### src/rtl/enc_drain8to3.sv
// Sequential priority encoder: holds one N-bit vector and emits the index of each set bit, one per handshake.
// Build option ENC_MSB_FIRST_EN drains the highest set bit first instead of the lowest.
module enc_drain8to3 #(
  parameter int N = 8,
  parameter int W = 3
) (
  input  logic         clk,
  input  logic         rst_n,
  input  logic         in_valid,
  output logic         in_ready,
  input  logic [N-1:0] in_vec,
  output logic         out_valid,
  input  logic         out_ready,
  output logic [W-1:0] out_idx,
  output logic         out_last,
  output logic         zero_pulse,
  output logic         busy
);

  typedef enum logic {
    IDLE = 1'b0,
    EMIT = 1'b1
  } state_t;

  state_t         state_q, state_d;
  logic [N-1:0]   pend_q, pend_d;
  logic           zero_pulse_q, zero_pulse_d;
  logic [W-1:0]   pick_idx;
  logic           pick_single;
  logic [N-1:0]   pick_mask;

  // Later loop iterations win, so the scan direction sets the drain priority.
  always_comb begin
    pick_idx = '0;
`ifdef ENC_MSB_FIRST_EN
    for (int i = 0; i < N; i++) begin
      if (pend_q[i]) pick_idx = i[W-1:0];
    end
`else
    for (int i = N - 1; i >= 0; i--) begin
      if (pend_q[i]) pick_idx = i[W-1:0];
    end
`endif
  end

  always_comb begin
    pick_single = (pend_q != '0) && ((pend_q & (pend_q - N'(1))) == '0);
    pick_mask   = N'(1) << pick_idx;
  end

  always_comb begin
    state_d      = state_q;
    pend_d       = pend_q;
    zero_pulse_d = 1'b0;
    if (state_q == IDLE) begin
      if (in_valid) begin
        if (in_vec != '0) begin
          pend_d  = in_vec;
          state_d = EMIT;
        end else begin
          zero_pulse_d = 1'b1;
        end
      end
    end else begin
      if (out_ready) begin
        pend_d = pend_q & ~pick_mask;
        if (pick_single) state_d = IDLE;
      end
    end
  end

  always_ff @(posedge clk or negedge rst_n) begin
    if (!rst_n) begin
      state_q      <= IDLE;
      pend_q       <= '0;
      zero_pulse_q <= 1'b0;
    end else begin
      state_q      <= state_d;
      pend_q       <= pend_d;
      zero_pulse_q <= zero_pulse_d;
    end
  end

  always_comb begin
    in_ready   = (state_q == IDLE);
    out_valid  = (state_q == EMIT);
    busy       = (state_q == EMIT);
    out_idx    = (state_q == EMIT) ? pick_idx : '0;
    out_last   = (state_q == EMIT) && pick_single;
    zero_pulse = zero_pulse_q;
  end

endmodule
### config.mk
export PLATFORM = sky130hd
export DESIGN_NAME = enc_drain8to3
export DESIGN_NICKNAME = d
export VERILOG_FILES = /design/src/rtl/enc_drain8to3.sv
export SDC_FILE = /design/constraint.sdc
export NUM_CORES = 1
export LEC_CHECK = 0
export ABC_CLOCK_PERIOD_IN_PS = 1860
export CAP_MARGIN = 25
export CELL_PAD_IN_SITES_DETAIL_PLACEMENT = 0
export CELL_PAD_IN_SITES_GLOBAL_PLACEMENT = 1
export CORE_AREA = 2 2 50 52
export CTS_BUF_LIST = sky130_fd_sc_hd__clkbuf_4
export CTS_CLUSTER_SIZE = 14
export DETAILED_ROUTE_END_ITERATION = 10
export DIE_AREA = 0 0 52 54
export MAX_ROUTING_LAYER = met4
export PLACE_DENSITY_LB_ADDON = 0.1
export SETUP_SLACK_MARGIN = 0.05
export SYNTH_ARGS = -nofsm -noshare
export SYNTH_HDL_FRONTEND = slang
export SYNTH_SLANG_ARGS = --single-unit
### constraint.sdc
create_clock -name clk -period 1.86 [get_ports clk]
set_input_delay 0.372 -clock clk [delete_from_list [all_inputs] [get_ports clk]]
set_output_delay 0.372 -clock clk [all_outputs]
set_load 0.01 [all_outputs]
* After elaboration in Yosys (flattened, before gate mapping) *
Cells that the tools add are included.

word-level totals
  logic and storage cells = 39
  input port bits = 12
  output and inout bits = 8
  register bits after elaboration = 10

operators by class
  equal/unequal tests = 1
  reduce and logical (&&, ||, !) cells = 8
  mux-type cells = 21
  shift-type cells = 1
  $add $sub $neg = 1
  bitwise gates (word level) = 4

operator list
  operator                                          count
  2-to-1 mux 8 bit                                  4
  2-to-1 mux 3 bit                                  9
  bitwise AND 8 bit                                 2
  nonzero test 8 bit                                2
  zero test 8 bit                                   1
  2-to-1 mux 1 bit                                  8
  inverter 8 bit                                    1
  << shifter 1 x 3 -> 8 bit, first input constant   1
  subtractor 8 x 1 -> 8 bit, second input constant  1
  nonzero test 2 bit                                2
  AND reduction 3 bit                               1
  logical AND 1 bit                                 2
  inequality test 2 bit, second input constant      1
  inverter 1 bit                                    1

* Depth between registers and ports, before layout *
  depth after elaboration = 13
  gate-level depth with buffers = 7
  gate-level depth less buffers = 5

* Worst setup path after synthesis *
No wires, ideal clock.

  path type = register to output
  start point = reg pend_q[0]
  end point = out out_last
  buffers on the path = 1
  stages on the path, launching flop included = 6
  path slack = -0.128 ns
  required time = 1.488 ns
  arrival = 1.616 ns
  cell sequence = dfrtp_1 > or2_1 > buf_6 > or4b_4 > a21oi_2 > and3_2

on the way
  cells in the longest elaborated chain, start to end = 5
  elaborated cells on any way between the ends = 6
  those cells by class = add/sub: 1; bitwise: 1; reduce/logical: 4

ends and longest elaborated chain
  what                       line  source
  start, declared            26    logic [N-1:0] pend_q, pend_d;
  start signal, assigned     79    pend_q <= pend_d;
  subtractor 8 x 1 -> 8 bit  47    pick_single = (pend_q != '0) && ((pend_q & (pend_q - N'(1))) == '0);
  bitwise AND 8 bit          47
  zero test 8 bit            47
  logical AND 1 bit (*)      47
  logical AND 1 bit (*)      89    out_last = (state_q == EMIT) && pick_single;
  end, declared              15    output logic out_last,

Every way passes the cells marked *; elsewhere a longest branch is shown, timed or not.

* Final worst setup path *
  start point = reg pend_q[6]
  end point = out out_last

The elaborated chain is that of the path after synthesis.

==> impl_metrics.yaml <==
status:
  status: "complete, but fails checks"
  violations: "setup timing"
worst_hold_path:
  worstHoldPathType: "in2async"
detailed_routing:
  wl_per_cell_microns: 15.52
  drtIter0Drc: 5
  drc: 0
  via_count: 809
  drtPass1Iterations: 4
  wl_mm: 2.468
  drtAntennaViolNets: 0
  detail_route.vias_per_cell: 5.088
floorplanning:
  ioPinCount: 20
  die_h_microns: 54
  core_area_sq_um: 2320
  initial_core_util_pct: 28.37
  die_x_microns: 52
  rows: 18
  die_area_sq_um: 2808
placed_design:
  gp_congestion: 0.8243
  port-buffer-count: 19
  placed_area_sq_um: 1117
  place_hpwl_mm: 1.704
cells_and_area:
  seq_area_sq_um: 250.2
  final_common_cell: "buf_4"
  diodes: 0
  area_delta_synth_final_pct: 96.77
  fin_nets: 142
  utilization_pct: 55.83
  final_area_sq_um: 1295
  multi_input_area_sq_um: 490.5
  mostFrequentLayoutCells: "buf_4 (33), clkdlybuf4s50_1 (14), dfrtp_1 (10), nand2_1 (8), buf_6 (6)"
  fillers: 216
  drive_above_1_share_pct: 50.39
synth:
  yosysSeqAreaShare_pct: 38.02
  ys_async_sr_fraction_pct: 100.0
  synth_flop_cell: "dfrtp_1"
  syn_area_per_cell_sq_um: 8.894
  synthDistinctLibCells: 36
  synth_cells: 74
  synth_edf_count: 0
  synth_warnings: 0
  synth_fp_nets: 86
  syn-cell-area_sq_um: 658.1
  ys_seq_elements: 10
grt:
  overflow: 0
  antenna_found_initial: 0
  grt_pass1_wl_mm: 3.974
  grt_pass1_vias: 802
  grt_use_total_pct: 20.90
  grt_max_degree: 11
clocking:
  clock_path_buffers: 2
  clk_latency_ns: 0.27
  hold_buffers: 0
  cts.htree.levels: 1
  cts_tree: "done"
  cts_buffers: 3
  cts_root_buf: "clkbuf_4"
  clkTransAtPathRegs_ns: 0.07
  clkSinkCount: 10
worst_setup_path:
  worstSetupPathType: "reg2out"
  required_ns: 1.49
  reg2reg_depth: 8
  setup.worst_path.start_class: "flop"
  worstPathMaxFanout: 2
  worstSetupEndpointType: "primary output"
  cp_data_arrival_time_ns: 1.93
timing:
  fin_worst_skew_ns: 0.005016
  fin_ws_ns: -0.4442
  drv_slew: 0
  finalHoldViolCount: 0
  fmax_mhz: 434.0
  fin_crit_ns: 2.304
  setup_violations: 4
  worst_pin_slew_ns: 0.4768
  period_share_pct: 123.9
  rsz0062_at_grt: "yes"
  relSlewSlack_pct: 68.11
pwr:
  power.leakage_nw: 0.5884
  p_per_area_nw_per_um2: 1773
  irDropWorstVdd_uv: 809.1
flow_run:
  max-cap-violations: 0
[cells in the mapped netlist (2+ instances only)]
master	count	area, sq um
buf_2	2	10.01
or3_1	2	12.51
nor3_1	4	20.02
a22o_1	5	43.79
clkbuf_1	2	7.510
dfrtp_1	10	250.2
maj3_1	2	20.02
a21o_1	2	15.01
o31ai_1	2	15.01
nand2_1	9	33.78
inv_1	2	7.510
nor2_1	4	15.01
nor4_1	5	31.28
[kinds of logic after synthesis]
logic type      count (synthesis)  synth area share [%]
fa+ha+maj                       2                 3.042
flops                          10                 38.02
simple gates                   34                 28.14
compound gates                 20                 24.14
buf+inv                         8                 6.655
[layer usage]
layer / vias to the layer above / track usage (%) / part of all wire (%)
met5: - / - / 0
met4: 0 / 7.895 / 0
met3: 0 / 6.111 / 5.2
met2: 22 / 33.12 / 52
met1: 398 / 25.13 / 42
li1: 389 / - / -
[path summary, 6_finish.rpt]
kind | from | endpoint | slack (ns)
max in group asynchronous | rst_n | pend_q[3] | 1.11
min in group clk | pend_q[1] | pend_q[1] | 0.65
hold / removal | rst_n | zero_pulse | 0.42
setup reg to reg | pend_q[6] | pend_q[3] | 0.01
hold reg to reg | pend_q[1] | pend_q[1] | 0.65
setup / recovery | pend_q[6] | out_last | -0.44
[critical path, cell delays in order, from the launching register on]
cell	delay (ns)
dfrtp_1	0.40
maj3_2	0.32
or4b_4	0.51
a21oi_2	0.15
and3_4	0.19
buf_6	0.09
[where the power goes]
part | internal [mW] | total [mW] | switching (mW)
Sequential | 0.303 | 0.373 | 0.0703
Combinational | 0.972 | 1.76 | 0.792
Clock | 0.0776 | 0.159 | 0.0809
[sequential cells by signal, summed over array words and instances, names as in the netlist]
register	count
zero_pulse	1
pend_q	8
busy	1
[repair_timing]
action / 4_1_cts / 5_1_grt
pin swaps: 6 / 11
setup endpoints to repair: 9 / 12
gates resized for setup: 31 / 14
buffers inserted: 2 / 1
cloned: 0 / 0
[area by class of cell]
| class | count | area share (%) |
|---|---|---|
| Timing Repair Buffer | 57 | 37.29 |
| Clock buffer | 3 | 1.739 |
| Multi-Input combinational cell | 56 | 37.87 |
| Clock inverter | 1 | 0.2899 |
| Sequential cell | 10 | 19.32 |
| Inverter | 2 | 0.5797 |
| Tap cell | 30 | 2.899 |
[through the flow]
step / setup slack (ns) / total power [mW] / std cells / setup TNS [ns] / hold WS [ns]
floorplan: -0.09381 / 1.048 / 74 / -0.09381 / 0.07641
global placement: -0.5442 / 1.772 / 152 / -2.372 / 0.6012
detailed placement: -0.5667 / 1.770 / 152 / -3.049 / 0.6144
CTS: -0.4539 / 2.120 / 158 / -0.8600 / 0.4237
global route: -0.5095 / 2.453 / 159 / -1.275 / 0.4485
finish: -0.4442 / 2.296 / 159 / -0.8419 / 0.4231
Power figures use the tool's default switching activity.
